`config.mk`:
```
export PLATFORM = sky130hd
export DESIGN_NAME = ab_input_conditioner
export DESIGN_NICKNAME = d
export VERILOG_FILES = /design/src/rtl/ab_input_conditioner_pkg.sv /design/src/rtl/ab_input_conditioner_debounce_chan.sv /design/src/rtl/ab_input_conditioner.sv
export SDC_FILE = /design/constraint.sdc
export NUM_CORES = 1
export LEC_CHECK = 0
export CAP_MARGIN = 20
export CORE_MARGIN = 4
export CORE_UTILIZATION = 45
export CTS_BUF_LIST = sky130_fd_sc_hd__clkbuf_16
export DETAILED_ROUTE_END_ITERATION = 12
export PLACE_DENSITY = 0.59
export SETUP_SLACK_MARGIN = 0.02
export SLEW_MARGIN = 20
export SYNTH_ARGS = -nofsm -noshare
export SYNTH_HDL_FRONTEND = slang
export SYNTH_HIERARCHICAL = 1
export SYNTH_SLANG_ARGS = --single-unit
export TNS_END_PERCENT = 20
```
`constraint.sdc`:
```
create_clock -name clk -period 3.2 [get_ports clk]
set_input_delay 0.64 -clock clk [delete_from_list [all_inputs] [get_ports clk]]
set_output_delay 0.64 -clock clk [all_outputs]
set_load 0.02 [all_outputs]
```
`src/rtl/ab_input_conditioner_pkg.sv`:
```
`default_nettype none
// ============================================================================
// Module      : ab_input_conditioner_pkg
// Description : Shared definitions for the A/B input conditioner. Holds the
//               debounce FSM state encoding, the default debounce counter
//               width and a helper that decodes the debounced level from a
//               state.
// Revision    : 1.0 - initial release
// ============================================================================
package ab_input_conditioner_pkg;

    // Default debounce counter width: 2^19-1 cycles is about 10.5 ms at 50 MHz.
    localparam int unsigned c_DEBOUNCE_W = 19;

    // Debounce FSM state encoding. All four codes are used, so the level
    // output is the MSB of the state.
    typedef enum logic [1:0] {
        ZERO  = 2'b00,
        WAIT1 = 2'b01,
        ONE   = 2'b10,
        WAIT0 = 2'b11
    } state_t;

    // The level is high in ONE and in WAIT0. WAIT0 still reports high
    // because the release has not yet been confirmed as stable.
    function automatic logic state_level(input state_t s);
        return (s == ONE) || (s == WAIT0);
    endfunction

endpackage
`default_nettype wire

```
`src/rtl/ab_input_conditioner_debounce_chan.sv`:
```
`default_nettype none
// ============================================================================
// Module      : debounce_chan
// Description : One conditioning channel. It synchronises a raw asynchronous
//               input into clk with two flops, debounces it with a
//               counter-based four-state FSM, and produces a registered
//               level plus a one-cycle rising-edge tick.
// Ports       : clk    - system clock, rising edge
//               reset  - asynchronous, active-high
//               sw_raw - raw asynchronous input
//               level  - debounced level, decoded from registered state
//               tick   - one-cycle pulse on a debounced 0->1 change
// Revision    : 1.0 - initial release
// ============================================================================
module debounce_chan
    import ab_input_conditioner_pkg::*;
#(
    parameter int unsigned N = c_DEBOUNCE_W
) (
    input  logic clk,
    input  logic reset,
    input  logic sw_raw,
    output logic level,
    output logic tick
);

    localparam logic [N-1:0] c_Q_LOAD = {N{1'b1}};
    localparam logic [N-1:0] c_Q_ONE  = N'(1);

    logic         r_sync1;
    logic         r_sync2;
    logic         w_sw;
    state_t       r_state;
    state_t       w_state_nxt;
    logic [N-1:0] r_q;
    logic [N-1:0] w_q_nxt;
    logic         r_tick;
    logic         w_tick_nxt;

    // Two-flop synchroniser. Only the second flop is used by the FSM.
    always_ff @(posedge clk or posedge reset) begin
        if (reset) begin
            r_sync1 <= 1'b0;
            r_sync2 <= 1'b0;
        end else begin
            r_sync1 <= sw_raw;
            r_sync2 <= r_sync1;
        end
    end

    assign w_sw = r_sync2;

    // State, counter and tick registers.
    always_ff @(posedge clk or posedge reset) begin
        if (reset) begin
            r_state <= ZERO;
            r_q     <= '0;
            r_tick  <= 1'b0;
        end else begin
            r_state <= w_state_nxt;
            r_q     <= w_q_nxt;
            r_tick  <= w_tick_nxt;
        end
    end

    // Next-state logic. The counter is only meaningful in the WAIT states.
    // The exit fires while q is still 1, so q never wraps in normal use.
    // The tick is registered on the WAIT1->ONE edge so that it lines up with
    // the first high cycle of the level.
    always_comb begin
        w_state_nxt = r_state;
        w_q_nxt     = r_q;
        w_tick_nxt  = 1'b0;
        case (r_state)
            ZERO: begin
                if (w_sw) begin
                    w_state_nxt = WAIT1;
                    w_q_nxt     = c_Q_LOAD;
                end
            end
            WAIT1: begin
                if (!w_sw) begin
                    w_state_nxt = ZERO;
                end else begin
                    w_q_nxt = r_q - c_Q_ONE;
                    if (r_q == c_Q_ONE) begin
                        w_state_nxt = ONE;
                        w_tick_nxt  = 1'b1;
                    end
                end
            end
            ONE: begin
                if (!w_sw) begin
                    w_state_nxt = WAIT0;
                    w_q_nxt     = c_Q_LOAD;
                end
            end
            WAIT0: begin
                if (w_sw) begin
                    w_state_nxt = ONE;
                end else begin
                    w_q_nxt = r_q - c_Q_ONE;
                    if (r_q == c_Q_ONE) begin
                        w_state_nxt = ZERO;
                    end
                end
            end
            default: begin
                w_state_nxt = ZERO;
            end
        endcase
    end

    assign level = state_level(r_state);
    assign tick  = r_tick;

endmodule
`default_nettype wire

```
`src/rtl/ab_input_conditioner.sv`:
```
`default_nettype none
// ============================================================================
// Module      : ab_input_conditioner
// Description : Conditions the two raw inputs that feed the A/B control FSM.
//               Each channel is synchronised and debounced independently.
//               Both channels have the same latency, so raw edges that occur
//               together reach the outputs on the same clock edge.
// Ports       : clk    - system clock, rising edge
//               reset  - asynchronous, active-high
//               a_raw  - raw input, channel A
//               b_raw  - raw input, channel B
//               a, b   - debounced levels
//               a_tick - one-cycle pulse on a debounced 0->1 change of a
//               b_tick - one-cycle pulse on a debounced 0->1 change of b
// Revision    : 1.0 - initial release
// ============================================================================
module ab_input_conditioner
    import ab_input_conditioner_pkg::*;
#(
    parameter int unsigned N = c_DEBOUNCE_W
) (
    input  logic clk,
    input  logic reset,
    input  logic a_raw,
    input  logic b_raw,
    output logic a,
    output logic b,
    output logic a_tick,
    output logic b_tick
);

    debounce_chan #(.N(N)) u_chan_a (
        .clk    (clk),
        .reset  (reset),
        .sw_raw (a_raw),
        .level  (a),
        .tick   (a_tick)
    );

    debounce_chan #(.N(N)) u_chan_b (
        .clk    (clk),
        .reset  (reset),
        .sw_raw (b_raw),
        .level  (b),
        .tick   (b_tick)
    );

endmodule
`default_nettype wire
```
## After elaboration in Yosys (flattened, before gate mapping)

Cells that the tools add are included.

| storage, ports and cells | value |
|---|---|
| bits in writable memories | 0 |
| output and inout port bits | 4 |
| word-level logic and storage cells | 70 |
| register bits | 48 |
| latch bits | 0 |
| memories | 0 |
| ROM bits | 0 |
| bits of input ports | 4 |

| cells by class | value |
|---|---|
| shift-type cells | 0 |
| bitwise operators | 0 |
| add/sub/neg operators | 2 |
| divide/modulo/power cells | 0 |
| $mul | 0 |
| eq/ne operators | 20 |
| reduce and logical (&&, ||, !) cells | 8 |
| muxes and demuxes | 30 |
| order comparisons | 0 |

Operator list:

| cell | number |
|---|---|
| 19-bit 2-to-1 mux | 8 |
| 19-bit one-hot mux with 4 select lines | 2 |
| 19-bit by 1-bit equality test with 1-bit output (second input constant) | 2 |
| 19-bit by 1-bit subtractor with 19-bit output (second input constant) | 2 |
| 2-bit 2-to-1 mux | 12 |
| 2-bit one-hot mux with 4 select lines | 2 |
| 4-bit AND reduction | 4 |
| 2-bit equality test (second input constant) | 4 |
| 2-bit by 1-bit inequality test with 1-bit output (second input constant) | 4 |
| 2-bit inequality test (second input constant) | 4 |
| 1-bit 2-to-1 mux | 6 |
| 3-bit by 1-bit inequality test with 1-bit output (second input constant) | 2 |
| 3-bit inequality test (second input constant) | 2 |
| 2-bit by 1-bit equality test with 1-bit output (second input constant) | 2 |
| 2-bit logical NOT | 2 |
| 1-bit logical OR | 2 |

## Logic depth before layout (Yosys ltp)

| depth | value |
|---|---|
| depth after elaboration | 4 |
| depth in mapped cells | 6 |
| depth with buffers taken out | 6 |

## Hierarchy

Netlist, hierarchy kept.

Modules (own cells, without submodules):

| module | cells an instance | area each (sq um) | seq. area each (sq um) | times used |
|---|---|---|---|---|
| debounce_chan (u_chan_a) | 125 | 1242.4 | 600.6 | 1 |
| debounce_chan (u_chan_b) | 119 | 1219.9 | 600.6 | 1 |

## Worst setup path before layout

OpenSTA, ideal clock, no wires.

| timing | value |
|---|---|
| path kind | register to register |
| start | reg u_chan_b.r_q[13] |
| end | reg (tool-made name) |
| cell stages (with the launch flop) | 5 |
| library setup time | 128 ps |
| data required time | 3072 ps |
| slack | 1077 ps |
| path buffers | 0 |
| arrival | 1995 ps |
| cells stage by stage | dfrtp_1 or4_4 or4_4 nor4_4 mux2_1 |

RTL lines:

| element | RTL line | RTL |
|---|---|---|
| start: declaration | ab_input_conditioner_debounce_chan.sv:35 | `logic [N-1:0] r_q;` |
| start signal: assignment | ab_input_conditioner_debounce_chan.sv:61 | `r_q <= w_q_nxt;` |

==> metrics <==
Starting Density=47.31%; skew final=around 0.0068 ns; Setup TNS=0 ns; P_leak=0.9632 nW; Arr. time, crit path=between 2 and 2.5 ns; largest net degree at the start of global routing=25; Worst Path Max Fanout=5; gr ovfl total=0; core box area=5205 um2; syn nets=~250; total power=0.001266 W; drc violations=0; vias=1,757; nets=260; Slew @ Worst Pin=just over 0.9 ns; yosys warns=6; gr usage total=15.36%; Synth async-reset ratio=100.0%; Via density=5.457; synthesized flop and latch total=48; I/O Pins=8; global placer's final weighted congestion=0.7532; DR WL/cell=14.10 um; Die Y=81.97 um; status=completed; number of synthesized flops with an enable pin=0; CP startpoint kind=flip-flop; setup violators final=0; share of layout cells above drive strength 1=8.333%; crit path kind=flip-flop to flip-flop; die area=roughly 6700 um2; metal3 WL=approximately 140 um; VDD IR max=0.3726 mV; DIE WIDTH=approximately 82 um; CP required=about 3.4 ns; RSZ-0062 raised after global routing=no; Syn Inst Count=around 240; H-tree lvl count=2; n_diodes=0; final worst-path cycle share=70.38%; Max Cap Viol=0; WL met2=slightly below 2000 um; Clock Latency Late Sink=between 0.2 and 0.3 ns; Tightest Hold Check Type=flip-flop to flip-flop; drt pass-1 iters=4; CP Capture Type=flip-flop; initial antenna violation count=0; Detail Placement HPWL=3094 um; Post-CTS Hold Fix Bufs=0; PortBufs=7; first-pass GRT wire length=8031 um; Period minus WS final=between 2 and 2.5 ns; Final Hold Fails=0; clk buf depth=2; Avg Cell Area, Syn=10.09 um2; CTS tree=built; initial detailed-routing violation count=75; vias in the first global route=~1,700; post-route ant nets=0; CTS Root Buffer Type=clkbuf_16; Clk pin slew, worst setup/hold paths=approximately 0.060 ns; # rows=26; Cell Pwr Density=~460 nW/um2; wl on met1=2446 um; Worst slew margin=around two fifths; WL final=4540 um; # clock sinks=48; sequential share of the synthesized area=48.78%; ys flop type=dfrtp_1; Fmax=444.0 MHz; Max Slew Vio Count=0; filler cell count=497; synthesis-to-finish area growth=11.08%; Yosys cell types=43; Post CTS Setup Buffer Count=0; TritonCTS buffer count=5; Post-CTS Resized=0; Max Used Layer=met4; Mapped Area=2462 um2
## layout by cell type, fill, tap and decap left out, drive strengths merged
cell type      count
a211oi             1
a21oi             11
a31oi              2
and3               5
and3b              2
and4               2
buf                1
clkbuf             5
clkdlybuf4s50      7
clkinv             2
dfrtp             48
ha                 4
inv                7
mux2               2
mux2i              3
nand2             21
nand2b             4
nand3             18
nand3b             1
nand4              7
nand4b             3
nor2              20
nor3               6
nor3b              2
nor4               9
nor4b              1
o21ai             14
o31a               1
o31ai              5
or2                2
or3               10
or4               10
or4b               1
xnor2              4
xor2              11
## kinds of logic after synthesis
| logic type | share of synthesized area (%) |
|---|---|
| and+or+nand+nor | 30.89 |
| buffers and inverters | 2.287 |
| DFF | 48.78 |
| xor gates and xnor gates | 6.097 |
| muxes | 2.134 |
| adders and majority gates | 2.033 |
| AOI/OAI and AO/OA | 7.774 |
## metrics by stage
step                worst slack (ns)  std cells  instance area (um2)  hold WS, ns  util (%)
floorplan                      1.077        244                 2462       0.3312         -
global placement               1.026        315                 2597       0.3339     49.90
detailed placement            0.9602        315                 2597       0.3358     49.90
CTS                           0.9522        322                 2735       0.3507     52.55
global route                  0.8752        322                 2735       0.3540     52.55
finish                        0.9479        322                 2735       0.3569     52.55
## layer usage
metal | track usage (%) | vias to the layer above
met5 | 0 | -
met4 | 3.488 | 0
met3 | 3.618 | 2
met2 | 21.89 | 21
met1 | 23.46 | 832
li1 | - | 902
## critical path, stage by stage (launching register included)
cell and delay (ns):
dfrtp_1 0.41, or4_4 0.54, or4_4 0.53, nor4_4 0.30, mux2_1 0.36
## cells in the mapped netlist (6+ instances only)
master,instances,share of area (%)
or3_1,10,2.5
a21oi_1,11,2.2
o21ai_0,13,2.6
nor2_1,20,3.0
or4_1,7,2.1
xor2_1,10,3.6
inv_1,7,1.1
nand3_1,18,3.7
nand2_1,21,3.2
nor4_1,6,1.5
dfrtp_1,48,49
## worst paths after layout
kind                                   from          endpoint  slack [ns]  depth (start not counted)
setup / recovery           u_chan_b/r_q[13]         flip-flop        0.95                          4
hold / removal             u_chan_b/r_sync1  u_chan_b/r_sync2        0.36                          0
setup reg to reg           u_chan_b/r_q[13]         flip-flop        0.95                          4
hold reg to reg            u_chan_b/r_sync1  u_chan_b/r_sync2        0.36                          0
max in group asynchronous             reset  u_chan_b/r_q[11]        1.75                          2
min in group asynchronous             reset     u_chan_a/tick        0.88                          2
## cell type report
type | count | area, um2 | share of cell area, %
Clock buffer | 5 | 125.1 | 4.575
Clock inverter | 2 | 12.51 | 0.4575
Inverter | 7 | 26.28 | 0.9607
Multi-Input combinational cell | 182 | 1205 | 44.05
Sequential cell | 48 | 1201 | 43.92
Tap cell | 70 | 87.58 | 3.202
Timing Repair Buffer | 8 | 77.57 | 2.836
## state kept, by name, indices dropped and copies added (netlist names), named ones only
signal	cells
u_chan_b/r_sync1	1
u_chan_b/r_sync2	1
u_chan_a/tick	1
u_chan_a/r_state	1
u_chan_b/tick	1
u_chan_a/r_sync2	1
u_chan_a/r_q	19
u_chan_b/r_q	19
u_chan_a/r_sync1	1
u_chan_b/r_state	1
## power breakdown
group	switching, W	total (W)	internal [W]
Sequential	0.0000449	0.000681	0.000636
Combinational	0.0000534	0.0000894	0.0000359
Clock	0.000212	0.000495	0.000284
No activity file was read; power rests on OpenSTA's default activity.
